$ cat src/rtl/fetch_prefetch_queue_if.sv
// Fetch front-end bundle: ROM request/response port plus the ID-side instruction head.
// "master" is the fetch engine; "slave" is the ROM/decode environment around it.
interface fetch_prefetch_queue_if;
    logic        i_req;
    logic [31:0] i_address;
    logic        i_data_valid;
    logic [31:0] i_data_read;
    logic        jump;
    logic [31:0] jump_addr;
    logic        stall;
    logic        ins_valid;
    logic [31:0] ins_data;
    logic [31:0] ins_pc;
    logic        ins_fault;

    modport master (
        output i_req, i_address, ins_valid, ins_data, ins_pc, ins_fault,
        input  i_data_valid, i_data_read, jump, jump_addr, stall
    );

    modport slave (
        input  i_req, i_address, ins_valid, ins_data, ins_pc, ins_fault,
        output i_data_valid, i_data_read, jump, jump_addr, stall
    );
endinterface

$ cat src/rtl/fetch_prefetch_queue.sv
// Instruction-fetch engine with a DEPTH-entry prefetch queue in front of a variable-latency ROM.
// Redirects flush the queue and drop responses still in flight; misaligned targets park a fault entry.
module fetch_prefetch_queue #(
    parameter int unsigned DEPTH    = 4,
    parameter logic [31:0] RESET_PC = 32'h0000_0000
) (
    input  logic                   clk,
    input  logic                   reset,
    fetch_prefetch_queue_if.master bus
);
    localparam int unsigned PTR_W = (DEPTH > 1) ? $clog2(DEPTH) : 1;
    localparam int unsigned CNT_W = PTR_W + 2;

    typedef logic [CNT_W-1:0] cnt_t;
    typedef logic [PTR_W-1:0] ptr_t;

    localparam cnt_t DEPTH_C = cnt_t'(DEPTH);
    localparam cnt_t CNT_ONE = cnt_t'(1);
    localparam ptr_t PTR_ONE = ptr_t'(1);

    logic [31:0] pc_mem    [DEPTH];
    logic [31:0] instr_mem [DEPTH];
    logic        fault_mem [DEPTH];

    ptr_t        rd_ptr;
    ptr_t        wr_ptr;
    cnt_t        count;
    cnt_t        outstanding;
    cnt_t        discard;
    logic [31:0] fetch_pc;
    logic [31:0] resp_pc;
    logic        halted;

    logic        head_valid;
    logic        pop;
    logic        resp;
    logic        keep;
    logic        drop;
    logic        issue;
    logic        misaligned;
    cnt_t        occupancy;
    cnt_t        in_flight_after;

    always_comb begin
        head_valid      = (count != '0);
        pop             = head_valid && !bus.stall && !bus.jump;
        // A response with nothing outstanding is a protocol error and is ignored outright.
        resp            = bus.i_data_valid && (outstanding != '0);
        drop            = resp && (discard != '0);
        keep            = resp && (discard == '0) && !bus.jump;
        misaligned      = (bus.jump_addr[1:0] != 2'b00);
        occupancy       = count + outstanding - (pop ? CNT_ONE : '0);
        issue           = !reset && !bus.jump && !halted && (occupancy < DEPTH_C);
        in_flight_after = outstanding - (resp ? CNT_ONE : '0);
    end

    assign bus.i_req     = issue;
    assign bus.i_address = fetch_pc;
    assign bus.ins_valid = head_valid;
    assign bus.ins_data  = head_valid ? instr_mem[rd_ptr] : '0;
    assign bus.ins_pc    = head_valid ? pc_mem[rd_ptr]    : '0;
    assign bus.ins_fault = head_valid ? fault_mem[rd_ptr] : 1'b0;

    always_ff @(posedge clk or posedge reset) begin
        if (reset) begin
            rd_ptr      <= '0;
            wr_ptr      <= '0;
            count       <= '0;
            outstanding <= '0;
            discard     <= '0;
            fetch_pc    <= RESET_PC;
            resp_pc     <= RESET_PC;
            halted      <= 1'b0;
        end else if (bus.jump) begin
            // Everything still in flight, minus a response landing this cycle, is now stale.
            rd_ptr      <= '0;
            wr_ptr      <= misaligned ? PTR_ONE : '0;
            count       <= misaligned ? CNT_ONE : '0;
            outstanding <= in_flight_after;
            discard     <= in_flight_after;
            fetch_pc    <= bus.jump_addr;
            resp_pc     <= bus.jump_addr;
            halted      <= misaligned;
        end else begin
            if (pop) begin
                rd_ptr <= rd_ptr + PTR_ONE;
            end
            if (keep) begin
                wr_ptr  <= wr_ptr + PTR_ONE;
                resp_pc <= resp_pc + 32'd4;
            end
            if (drop) begin
                discard <= discard - CNT_ONE;
            end
            if (issue) begin
                fetch_pc <= fetch_pc + 32'd4;
            end
            count       <= count + (keep ? CNT_ONE : '0) - (pop ? CNT_ONE : '0);
            outstanding <= in_flight_after + (issue ? CNT_ONE : '0);
        end
    end

    always_ff @(posedge clk) begin
        if (bus.jump) begin
            if (misaligned) begin
                pc_mem[0]    <= bus.jump_addr;
                instr_mem[0] <= '0;
                fault_mem[0] <= 1'b1;
            end
        end else if (keep) begin
            pc_mem[wr_ptr]    <= resp_pc;
            instr_mem[wr_ptr] <= bus.i_data_read;
            fault_mem[wr_ptr] <= 1'b0;
        end
    end

    always_ff @(posedge clk) begin
        if (!reset) begin
            assert (count <= DEPTH_C);
            assert (outstanding <= DEPTH_C);
            assert (discard <= outstanding);
        end
    end
endmodule

$ cat src/flat_wrapper.sv
// flat-port wrapper written by rule: the top's interface ports become plain ports
module fetch_prefetch_queue_flat 
#(
    parameter int unsigned DEPTH    = 4,
    parameter logic [31:0] RESET_PC = 32'h0000_0000
)
  (clk, reset, bus_i_req, bus_i_address, bus_ins_valid, bus_ins_data, bus_ins_pc, bus_ins_fault, bus_i_data_valid, bus_i_data_read, bus_jump, bus_jump_addr, bus_stall);
  fetch_prefetch_queue_if bus_i ();
  input  logic clk;
  input  logic reset;
  output wire logic [$bits(bus_i.i_req)-1:0] bus_i_req;
  output wire logic [$bits(bus_i.i_address)-1:0] bus_i_address;
  output wire logic [$bits(bus_i.ins_valid)-1:0] bus_ins_valid;
  output wire logic [$bits(bus_i.ins_data)-1:0] bus_ins_data;
  output wire logic [$bits(bus_i.ins_pc)-1:0] bus_ins_pc;
  output wire logic [$bits(bus_i.ins_fault)-1:0] bus_ins_fault;
  input wire logic [$bits(bus_i.i_data_valid)-1:0] bus_i_data_valid;
  input wire logic [$bits(bus_i.i_data_read)-1:0] bus_i_data_read;
  input wire logic [$bits(bus_i.jump)-1:0] bus_jump;
  input wire logic [$bits(bus_i.jump_addr)-1:0] bus_jump_addr;
  input wire logic [$bits(bus_i.stall)-1:0] bus_stall;
  assign bus_i_req = bus_i.i_req;
  assign bus_i_address = bus_i.i_address;
  assign bus_ins_valid = bus_i.ins_valid;
  assign bus_ins_data = bus_i.ins_data;
  assign bus_ins_pc = bus_i.ins_pc;
  assign bus_ins_fault = bus_i.ins_fault;
  assign bus_i.i_data_valid = bus_i_data_valid;
  assign bus_i.i_data_read = bus_i_data_read;
  assign bus_i.jump = bus_jump;
  assign bus_i.jump_addr = bus_jump_addr;
  assign bus_i.stall = bus_stall;
  fetch_prefetch_queue #(.DEPTH(DEPTH), .RESET_PC(RESET_PC)) u_core (.clk(clk), .reset(reset), .bus(bus_i));
endmodule
$ cat config.mk
export PLATFORM = sky130hd
export DESIGN_NAME = fetch_prefetch_queue_flat
export DESIGN_NICKNAME = d
export VERILOG_FILES = /design/src/rtl/fetch_prefetch_queue_if.sv /design/src/rtl/fetch_prefetch_queue.sv /design/src/flat_wrapper.sv
export SDC_FILE = /design/constraint.sdc
export NUM_CORES = 1
export LEC_CHECK = 0
export CORE_MARGIN = 4
export CORE_UTILIZATION = 34
export DETAILED_ROUTE_END_ITERATION = 7
export SLEW_MARGIN = 0
export SYNTH_ARGS = -nofsm -noshare
export SYNTH_HDL_FRONTEND = slang
export SYNTH_SLANG_ARGS = --single-unit
$ cat constraint.sdc
create_clock -name clk -period 7.9 [get_ports clk]
set_clock_uncertainty 0.15 [all_clocks]
set_input_delay 1.975 -clock clk [delete_from_list [all_inputs] [get_ports clk]]
set_output_delay 1.975 -clock clk [all_outputs]
set_load 0.05 [all_outputs]
### Yosys cells after proc, flatten, opt, wreduce, memory -nomap -nowiden

Memories as Yosys holds them, arrays and structs flattened.
Cells that the tools add are included.

| word-level totals | value |
|---|---|
| bits in registers | 81 |
| bits in latches | 0 |
| memory bits (writable) | 260 |
| memory bits (read-only) | 0 |
| bits of input ports | 69 |
| output and inout port bits | 99 |
| logic and storage cells | 84 |
| memories kept | 3 |

| cells by class | value |
|---|---|
| add/sub/neg operators | 11 |
| multipliers | 0 |
| div/mod/pow operators | 0 |
| magnitude comparators | 1 |
| eq/ne operators | 0 |
| shift operators | 0 |
| muxes and demuxes | 36 |
| bitwise logic cells | 0 |
| reduce and logical (&&, ||, !) cells | 25 |

Memories:

| name | words | width | rd ports | clocked after memory_dff | write ports | line | RTL |
|---|---|---|---|---|---|---|---|
| u_core.instr_mem | 4 | 32 | 1 | 0 | 1 | fetch_prefetch_queue.sv:22 | `logic [31:0] instr_mem [DEPTH];` |
| u_core.pc_mem | 4 | 32 | 1 | 0 | 1 | fetch_prefetch_queue.sv:21 | `logic [31:0] pc_mem [DEPTH];` |
| u_core.fault_mem | 4 | 1 | 1 | 0 | 1 | fetch_prefetch_queue.sv:23 | `logic fault_mem [DEPTH];` |

Operator list:

| operator | number |
|---|---|
| 32-bit 2-to-1 mux | 8 |
| 32-bit by 3-bit adder with 32-bit output, second input constant | 2 |
| 32-bit OR reduction | 2 |
| 1-bit 2-to-1 mux | 17 |
| 4-bit 2-to-1 mux | 4 |
| 2-bit 2-to-1 mux | 7 |
| 4-bit adder | 3 |
| 4-bit nonzero test | 3 |
| 4-bit subtractor | 3 |
| 2-bit nonzero test | 5 |
| 1-bit logical AND | 9 |
| 2-bit by 1-bit adder with 2-bit output, second input constant | 2 |
| 1-bit zero test | 4 |
| 4-bit zero test | 1 |
| 4-bit by 3-bit less-than comparator with 1-bit output, second input constant | 1 |
| 4-bit by 1-bit subtractor with 4-bit output, second input constant | 1 |
| 1-bit OR reduction | 1 |

### Logic depth before layout (Yosys ltp)

| depth | value |
|---|---|
| depth after elaboration | 10 |
| depth in mapped cells | 18 |
| depth with buffers taken out | 17 |

### Least setup slack after synthesis

Ideal clock, no wire load.

| path | value |
|---|---|
| kind | input to register |
| start point | input bus_i_data_valid |
| end point | memory u_core.fault_mem[0] (enable) |
| library setup time | 665 ps |
| data arrival time | 8891 ps |
| required time | 7085 ps |
| slack | -1807 ps |
| stages on the path | 3 |
| buffers on the path | 0 |
| cells stage by stage | o41a_1 nand2_1 o41ai_1 |

| on the way | value |
|---|---|
| cells in the longest elaborated chain, start to end | 8 |
| elaborated cells on any way between the ends | 9 |
| classes of those cells | mux (5); reduce/logical (4) |

RTL lines:

| element | line | RTL |
|---|---|---|
| from (decl) | flat_wrapper.sv:17 | `input wire logic [$bits(bus_i.i_data_valid)-1:0] bus_i_data_valid;` |
| 1-bit logical AND (*) | fetch_prefetch_queue.sv:48 | `resp = bus.i_data_valid && (outstanding != '0);` |
| 1-bit logical AND (*) (2 in a row) | fetch_prefetch_queue.sv:50 | `keep = resp && (discard == '0) && !bus.jump;` |
| 1-bit 2-to-1 mux (*) | fetch_prefetch_queue.sv:110 | `end else if (keep) begin` |
| 1-bit 2-to-1 mux (*) | fetch_prefetch_queue.sv:104 | `if (bus.jump) begin` |
| 1-bit 2-to-1 mux (implied by the code) (*) | fetch_prefetch_queue.sv:113 | `fault_mem[wr_ptr] <= 1'b0;` |
| 1-bit OR reduction (no source line) | - |  |
| 2-bit 2-to-1 mux (no source line) or 1-bit 2-to-1 mux (tied branches) | - |  |
| to (decl) | fetch_prefetch_queue.sv:23 |  |

Every way passes the cells marked *; elsewhere a longest branch is shown, timed or not.

### Final worst setup path

| path | value |
|---|---|
| start point | input bus_stall |
| end point | output bus_i_req |

| on the way | value |
|---|---|
| cells in the longest elaborated chain, start to end | 7 |

RTL lines:

| element | line | RTL |
|---|---|---|
| from (decl) | flat_wrapper.sv:21 | `input wire logic [$bits(bus_i.stall)-1:0] bus_stall;` |
| 1-bit zero test | fetch_prefetch_queue.sv:46 | `pop = head_valid && !bus.stall && !bus.jump;` |
| 1-bit logical AND (2 in a row) | fetch_prefetch_queue.sv:46 |  |
| 1-bit 2-to-1 mux | fetch_prefetch_queue.sv:52 | `occupancy = count + outstanding - (pop ? CNT_ONE : '0);` |
| 4-bit subtractor | fetch_prefetch_queue.sv:52 |  |
| 4-bit by 3-bit less-than comparator with 1-bit output | fetch_prefetch_queue.sv:53 | `issue = !reset && !bus.jump && !halted && (occupancy < DEPTH_C);` |
| 1-bit logical AND | fetch_prefetch_queue.sv:53 |  |
| to (decl) | flat_wrapper.sv:11 | `output wire logic [$bits(bus_i.i_req)-1:0] bus_i_req;` |

No other way between the ends.

==> impl_metrics.py <==
metrics = {
    "outcome": {
        "status": "complete, no violations",
    },
    "yosys": {
        "syn-num-nets": 1055,
        "synth-seq-cells": 341,
        "syn_avg_cell_area_um2": 15.5,
        "synth-edff-count": 260,
        "ys.flop_type": "edfxtp_1",
        "synth.distinct_cells": 45,
        "synth_cells": 968,
        "ys_warn_count": 0,
        "yosysSeqAreaShare": 0.654,
        "synth_area_mm2": 0.0150,
        "synthArstFlopShare": 0.238,
    },
    "pwr": {
        "intPower_uw": 3780,
        "power_density_mw_per_mm2": 305,
        "p_clk_frac": 0.306,
        "switchingPower_uw": 1910,
        "seq_power_share": 0.385,
        "peakVddDrop_mv": 0.184,
        "swShare": 0.336,
        "p_comb_frac": 0.309,
        "leakagePower_uw": 0.00672,
    },
    "setup_path": {
        "critPathBufInv": 3,
        "cpLargestDelayFamily": "simple AND/OR/NAND/NOR gates",
        "path_common_cell": "ha_1",
        "cp-end-kind": "output pin",
        "rr_worst_depth": 9,
        "path_class": "input pin to output pin",
        "crit_chain": "clkdlybuf4s50_1 -> nor3_1 -> ha_1 -> inv_1 -> ha_1 -> and3b_1 -> o41ai_4 -> nand2_1 -> nor2_1 -> buf_12",
        "crit_required_ns": 5.78,
        "cp_max_fo": 3,
        "slowest_delay_ns": 0.51,
        "cp.arrival_ns": 4.39,
        "crit_path_start_kind": "input pin",
        "crit_slowest_cell": "clkdlybuf4s50_1",
        "cp.depth": 10,
    },
    "timing": {
        "worst_pin_slew_ns": 1.10,
        "finalSetupViolations": 0,
        "setup_tns_ns": 0,
        "slew_headroom": 0.264,
        "rsz0062_at_grt": "no",
        "fin_crit_sh": 0.825,
        "final_max_slew_viol_count": 0,
        "finalHoldViolCount": 0,
        "max_freq_mhz": 153,
        "finalCriticalPeriod_ns": 6.52,
    },
    "die": {
        "io_pins": 168,
        "start_util": 0.347,
        "die_h_um": 218,
        "dieArea_mm2": 0.0476,
        "rows": 76,
        "core_area_mm2": 0.0434,
        "fp.dieW_um": 218,
    },
    "layout": {
        "antennaDiodeCount": 0,
        "fill_cells": 3938,
        "fin_area_mm2": 0.0187,
        "syn_to_final_growth_pct": 24.2,
        "nets": 1223,
        "final_core_util": 0.430,
        "final_cell_mix": "edfxtp_1 (260), clkdlybuf4s50_1 (165), dfrtp_1 (79)",
        "drive_gt1_frac": 0.173,
        "final_common_cell": "edfxtp_1",
    },
    "run": {
        "drv_cap": 0,
    },
    "hold_path": {
        "hold_depth": 2,
        "hold_class": "register to register",
    },
    "grt": {
        "grt_pass1_vias": 9159,
        "antenna_found_initial": 0,
        "grtUsageTotal": 0.152,
        "grt_pass1_wl_um": 56100,
        "grt_overflow": 0,
        "grt_max_degree": 68,
    },
    "clock_network": {
        "cts_num_sinks": 341,
        "clk_pin_slew_worst_paths_ns": 0.06,
        "ctsHoldBuffers": 0,
        "cts_tree": "done",
        "cts_buffers": 37,
        "clockBufferDepth": 3,
        "cts_setup_buffers": 0,
        "cts_resized": 0,
        "cts_root_buffer": "clkbuf_16",
        "worst_skew_pair.late_latency_ns": 0.52,
        "cts-htree-levels": 2,
    },
    "placed_design": {
        "post-dp-hpwl_um": 22800,
        "io_buffer_count": 167,
        "gp_congestion": 0.783,
        "dpl_cell_area_mm2": 0.0174,
    },
    "route": {
        "wl_per_cell_um": 20.7,
        "vias": 8710,
        "drtAntennaViolNets": 0,
        "vias_per_cell": 4.98,
        "dr.pass1.iters": 4,
        "drc_errors": 0,
        "wl_um": 36300,
        "drtIter0Drc": 612,
    },
}
[cells in the mapped netlist (2+ instances only)]
library cell	instances	area [um^2]
nand2b_1	10	62.6
nor2b_1	68	425
nor3_1	12	60.1
or3_1	4	25.0
mux4_2	65	1460
and2_1	4	25.0
nand2_1	41	154
o31a_1	2	17.5
xor2_1	22	193
dfrtp_1	81	2030
buf_2	2	10.0
nand3_1	23	115
mux2_2	55	619
a21oi_1	10	50.1
a31oi_1	6	37.5
or4_1	2	15.0
ha_1	17	213
a21boi_0	14	105
inv_1	31	116
o21a_1	7	52.6
and4_1	6	52.6
and3_1	48	300
nor3b_1	2	15.0
o21ai_0	18	90.1
nand4_1	19	119
buf_1	6	22.5
nor2_1	29	109
a211oi_1	2	15.0
edfxtp_1	260	7810
clkbuf_1	44	165
nor4_1	3	18.8
xnor2_1	42	368
[cell type report]
type / count / area [um^2] / share of cell area
sequential: 341 / 9840 / 0.527
clock inverter: 10 / 129 / 0.00690
inverter: 31 / 119 / 0.00637
timing repair buffer: 181 / 1810 / 0.0968
tap: 585 / 732 / 0.0392
multi-input combinational: 544 / 4930 / 0.264
clock buffer: 58 / 1110 / 0.0593
[flip-flops by register name, indices dropped and copies added, names as in the netlist]
register,count
u_core.discard,4
u_core.outstanding,4
u_core.fault_mem,4
u_core.rd_ptr,2
u_core.halted,1
u_core.count,4
u_core.pc_mem,128
u_core.wr_ptr,2
u_core.instr_mem,128
u_core.resp_pc,32
u_core.bus.i_address,32
[worst register-to-register path: stages (launching register included)]
cell     delay, ns
dfrtp_1       0.41
inv_1         0.10
ha_1          0.14
nor3b_1       0.31
and2_2        0.20
buf_4         0.46
nand2_2       0.50
inv_1         0.27
and3_4        0.58
buf_4         0.42
[kinds of logic after synthesis]
| family | synth area share |
|---|---|
| and+or+nand+nor | 0.100 |
| DFF | 0.654 |
| AOI/OAI and AO/OA | 0.0310 |
| xor gates and xnor gates | 0.0389 |
| adders and majority gates | 0.0155 |
| muxes | 0.139 |
| buffers and inverters | 0.0209 |
[power groups by stage]
stage	clock (uW)	combinational [uW]	sequential, uW
finish	1740	1760	2190
detailed placement	0	1780	2230
global placement	0	1770	2230
global route	1870	1880	2210
CTS	1780	1790	2200
floorplan	0	1200	2210
[layer usage]
metal	GRT usage	wire length, um
met3	0.0327	2170
met2	0.239	16600
met4	0.0249	401
met1	0.222	17100
met5	0	0
[per-stage QoR]
| stage | hold slack [ns] | cells | power (uW) | setup slack (ns) |
|---|---|---|---|---|
| 6_report | 0.359 | 1750 | 5700 | 1.38 |
| 5_1_grt | 0.407 | 1750 | 5970 | 1.18 |
| 4_1_cts | 0.361 | 1750 | 5770 | 1.35 |
| 3_5_place_dp | 0.347 | 1682 | 4010 | 1.38 |
| 3_3_place_gp | 0.330 | 1682 | 4000 | 1.34 |
| 2_1_floorplan | 0.311 | 968 | 3410 | 1.14 |
[path summary, 6_finish.rpt]
path / start / to / slack, ns
worst max-delay path: bus_stall / bus_i_req / 1.38
worst min-delay path: u_core.halted / u_core.halted / 0.36
worst max register to register: u_core.discard[0] / u_core.instr_mem[3][20] / 4.02
worst min register to register: u_core.halted / u_core.halted / 0.36
max in group asynchronous: reset / u_core.resp_pc[16] / 4.71
min in group asynchronous: reset / u_core.rd_ptr[0] / 1.81
Power figures use the tool's default switching activity.
==> edit 1 (config.mk and constraints unchanged) <==
`DEPTH` is set to 4 in 2 places; all go to 2.
--- a/src/rtl/fetch_prefetch_queue.sv
+++ b/src/rtl/fetch_prefetch_queue.sv
@@ -3,3 +3,3 @@
 module fetch_prefetch_queue #(
-    parameter int unsigned DEPTH    = 4,
+    parameter int unsigned DEPTH    = 2,
     parameter logic [31:0] RESET_PC = 32'h0000_0000
--- a/src/flat_wrapper.sv
+++ b/src/flat_wrapper.sv
@@ -3,3 +3,3 @@
 #(
-    parameter int unsigned DEPTH    = 4,
+    parameter int unsigned DEPTH    = 2,
     parameter logic [31:0] RESET_PC = 32'h0000_0000
Function: changed (a bounded check fails within 4 cycles, from zero or initial values and one cycle with reset high).
==> edit 1 against the original RTL <==
- design area fell by 32%
- sequential share of layout area fell by 7.2 points
- worst hold slack improved by 0.018 ns
- sequential power fell by 37%
- synthesized area fell by 34%
- first-iteration DRC count fell by 42%
- core utilization rose by 1.4 points
- setup slack got worse by 0.64 ns
- sequential cell count fell by 135
- non-clock buffer count fell by 5
- routed wire length fell by 35%
- power fell by 31%
- critical endpoint unchanged
- largest power group is now combinational cells
==> edit 1: results (changes against the original RTL) <==
| Metric | Value |
|---|---|
| GP Congestion | `0.782 (-0.17%)` |
| VDD IR max | `0.000170 V (-7.7%)` |
| Netlist cell types | `46 (+2.2%)` |
| Syn nets | `873 (-17%)` |
| Relative slew slack | `35.0% (+8.6 points)` |
| Via density | `4.94 (-0.82%)` |
| Inserted Clock Buffers | `24 (-35%)` |
| Synth cell count leaders | `130 x edfxtp_1, 99 x nor2_1, 76 x dfrtp_1, 67 x mux2i_1, 61 x mux2_2` |
| Reg2reg start | `u_core.count[1]$_DFF_PP0_` |
| DR iter-0 viols | `352 (-42%)` |
| Depth of the most critical reg-to-reg path | `12 (+3)` |
| Total track usage | `14.5% (-0.66 points)` |
| Critical Path Fanout Max | `17 (+14)` |
| Post-synthesis xor/xnor area fraction | `4.25% (+0.36 points)` |
| DP HPWL | `15.8 mm (-31%)` |
| Largest regs | `u_core.instr_mem (64), u_core.pc_mem (64)` |
| R2R setup slack | `3.29 ns (-0.73 ns)` |
| Nets | `1034 (-15%)` |
| Layout cells sized above 1 | `13.1% (-4.2 points)` |
| R2R Path End | `u_core.bus.i_address[27]$_DFFE_PP0P_` |
| Vias in the first global route | `6515 (-29%)` |
| H-tree depth | `1 (-1)` |
| First-pass GRT wire length | `36.4 mm (-35%)` |
| Largest net degree at the start of global routing | `74 (+8.8%)` |
| Int Power | `2460 µW (-35%)` |
| Status | `completed` |
| Complex-gate fraction of the synthesized area | `4.18% (+1.1 points)` |
| Multiplexer share of the synthesized area | `13.7% (-0.18 points)` |
| Register area share after synthesis | `58.8% (-6.6 points)` |
edit 1: layer usage:
layer | global-route usage [%] | part of all wire (%)
met5 | 0 | 0
met2 | 23.6 | 47
met1 | 20.4 | 46
met4 | 2.81 | 1.4
met3 | 2.76 | 5.8
edit 1: how the worst min path moves through the flow:
stage / startpoint / cells past startpoint / slack (ns) / to
2_1_floorplan: u_core.resp_pc[0]$_DFFE_PP0P_ / 2 / 0.34 / u_core.resp_pc[0]$_DFFE_PP0P_
3_3_place_gp: u_core.resp_pc[1]$_DFFE_PP0P_ / 2 / 0.35 / u_core.resp_pc[1]$_DFFE_PP0P_
3_5_place_dp: u_core.resp_pc[1]$_DFFE_PP0P_ / 2 / 0.37 / u_core.resp_pc[1]$_DFFE_PP0P_
4_1_cts: u_core.resp_pc[1]$_DFFE_PP0P_ / 2 / 0.38 / u_core.resp_pc[1]$_DFFE_PP0P_
5_1_grt: u_core.resp_pc[1]$_DFFE_PP0P_ / 2 / 0.43 / u_core.resp_pc[1]$_DFFE_PP0P_
6_report: u_core.resp_pc[1]$_DFFE_PP0P_ / 2 / 0.38 / u_core.resp_pc[1]$_DFFE_PP0P_
edit 1: cell type report:
class	instances	area (µm²)
well taps	384	480
multi-input cells	519	3830
flip-flops and latches	206	5810
repair buffers	176	1750
clock buffers	30	654
fillers	2672	15900
clock inverters	14	153
inverters	25	93.8
edit 1: cell families (layout without fill, tap and decap cells):
kind of cell,count (synthesis),in the layout
mux,128,128
fa+ha+maj,13,13
compound gates,68,68
simple gates,263,263
buf+inv,66,245
flops,206,206
xor+xnor,47,47
edit 1: power groups by stage:
stage,clock network [µW],logic [µW],registers [µW]
after floorplan,0,947,1430
after global placement,0,1440,1400
after detailed placement,0,1460,1400
after CTS,1150,1460,1380
after global routing,1190,1540,1400
final,1110,1440,1380
edit 1: per-stage QoR:
stage	hold slack (ns)	instance area [µm²]	utilization, %	std cells	worst slack, ns
finish	0.377	12800	44.5	1354	0.741
detailed placement	0.366	12000	41.7	1310	0.690
CTS	0.384	12800	44.5	1354	0.675
global route	0.426	12800	44.5	1354	0.454
global placement	0.351	12000	41.7	1310	0.735
floorplan	0.338	9880	-	791	1.16
edit 1: worst max-delay path: stages:
cell,delay [ns]
clkdlybuf4s50_1,0.47
nor3_1,0.21
ha_1,0.26
inv_1,0.08
nand2_1,0.07
fa_1,0.39
xnor2_1,0.17
xnor2_2,0.67
nand2_1,0.25
nor2_1,0.31
buf_12,0.19
==> edit 2 (same settings) <==
Made on the original files. Reset style: synchronous (`reset`), changed in one clocked block.
--- a/src/rtl/fetch_prefetch_queue.sv
+++ b/src/rtl/fetch_prefetch_queue.sv
@@ -63,3 +63,3 @@
 
-    always_ff @(posedge clk or posedge reset) begin
+    always_ff @(posedge clk) begin
         if (reset) begin
Formal check against the unedited RTL: differs if reset is asserted again (counterexample within 4 cycles, from zero or initial values and one cycle with reset high); with reset held inactive, the same outputs for 4 cycles.
==> edit 2 against the original RTL <==
- non-clock buffer count is 3 higher
- highest routed layer is now met5
- combinational power is 26% lower
- synthesized area barely moved
- critical path depth up 1
- power shrank 9.3%
- sequential share of layout area shrank 1.8 points
- largest cell class unchanged
- design area down 0.24%
- via count up 8.3%
- setup slack worse by 0.33 ns
- routed wire length is 6.0% higher
- sequential cell count increased by 2
- critical path type unchanged
- die area about the same
==> edit 2: results (changes against the original RTL) <==
| Metric | Value |
|---|---|
| Status | `completed` |
| Drt wl/cell | `21.0 µm (+1.2%)` |
| Met2 wire length | `17.9 mm (+7.8%)` |
| Non-clock buffer count | `184 (+1.7%)` |
| Multi-input combinational area share | `28.2% (+1.8 points)` |
| First-pass GRT wire length | `59.2 mm (+5.6%)` |
| Total track usage | `16.0% (+0.85 points)` |
| GR met2 Demand/Resource | `25.6% (+1.8 points)` |
| Reg2reg start | `u_core.count[3]$_SDFF_PP0_` |
| DR pass1 iterations | `5 (+1)` |
| Arrival time at the worst endpoint | `4.72 ns (+0.33 ns)` |
| Leakage power | `0.00609 µW (-9.4%)` |
| Syn avg cell area | `14.2 µm² (-8.4%)` |
| Top cells by area, synth | `edfxtp_1 52%, dfxtp_1 11%, mux4_2 9.7%, nor2b_1 2.7%, mux2_2 2.3%` |
| Worst hold margin | `0.315 ns (-0.0435 ns)` |
| Synth cell count leaders | `260 x edfxtp_1, 83 x dfxtp_1, 65 x mux4_2, 65 x nor2b_1, 59 x nand2_1` |
| DP Cell Count | `1766 (+5.0%)` |
| Nets | `1308 (+7.0%)` |
| Largest net degree at the start of global routing | `67 (-1.5%)` |
| VDD IR max | `0.000141 V (-23%)` |
| WL met3 | `1.91 mm (-12%)` |
| Final clock-cell share | `6.40% (-0.22 points)` |
| Initial antenna violation count | `1 (+1)` |
| DR iter-0 viols | `697 (+14%)` |
| Sw frac | `31.3% (-2.3 points)` |
| Netlist cell types | `63 (+40%)` |
| Vias in the first global route | `9577 (+4.6%)` |
| Hold endpoint | `u_core.bus.i_address[1]$_SDFFE_PP0P_` |
| Inverter count | `37 (+19%)` |
| Via density | `5.14 (+3.4%)` |
| Layout cells sized above 1 | `15.5% (-1.9 points)` |
| Depth of the most critical reg-to-reg path | `16 (+7)` |
| Buffering overhead | `9.78% (+0.10 points)` |
## edit 2: changes by cell type in the layout (fill, tap and decap cells not counted), sizes merged, moves of 11 or more
cell | before | now
nand2 | 41 | 59
xor2 | 22 | 10
dfxtp | 0 | 83
nor3 | 12 | 24
a211oi | 2 | 16
dfrtp | 81 | 0
mux2 | 55 | 31
clkbuf | 58 | 47
clkinv | 7 | 18
## edit 2: cell families after synthesis
| logic type | Yosys count | share of synthesized area, % |
|---|---|---|
| DFF | 343 | 62.9 |
| muxes | 98 | 12.2 |
| AOI/OAI and AO/OA | 126 | 5.97 |
| and+or+nand+nor | 329 | 12.1 |
| buffers and inverters | 98 | 2.49 |
| adders and majority gates | 18 | 1.55 |
| xor gates and xnor gates | 46 | 2.78 |
## edit 2: worst max-delay path: stages
cell and delay (ns):
clkdlybuf4s50_1 0.48, nor3_1 0.39, ha_1 0.26, inv_1 0.07, ha_1 0.28, nand3b_1 0.15
and3_2 0.27, o31ai_1 0.26, buf_4 0.23, inv_1 0.12, buf_4 0.21
## edit 2: worst max path at each step
stage | to | slack [ns] | startpoint | cells after the start
floorplan | u_core.fault_mem[0]$_DFFE_PP_ | 1.35 | bus_jump | 6
CTS | bus_i_req | 1.06 | bus_jump | 11
global route | bus_i_req | 0.80 | bus_jump | 11
finish | bus_i_req | 1.05 | bus_jump | 11
global placement | bus_i_req | 1.11 | bus_jump | 11
detailed placement | bus_i_req | 1.08 | bus_jump | 11
## edit 2: through the flow
step	total power (µW)	instance area [µm²]
2_1_floorplan	3070	15000
3_5_place_dp	3530	17400
6_report	5170	18600
3_3_place_gp	3510	17400
4_1_cts	5240	18600
5_1_grt	5410	18600
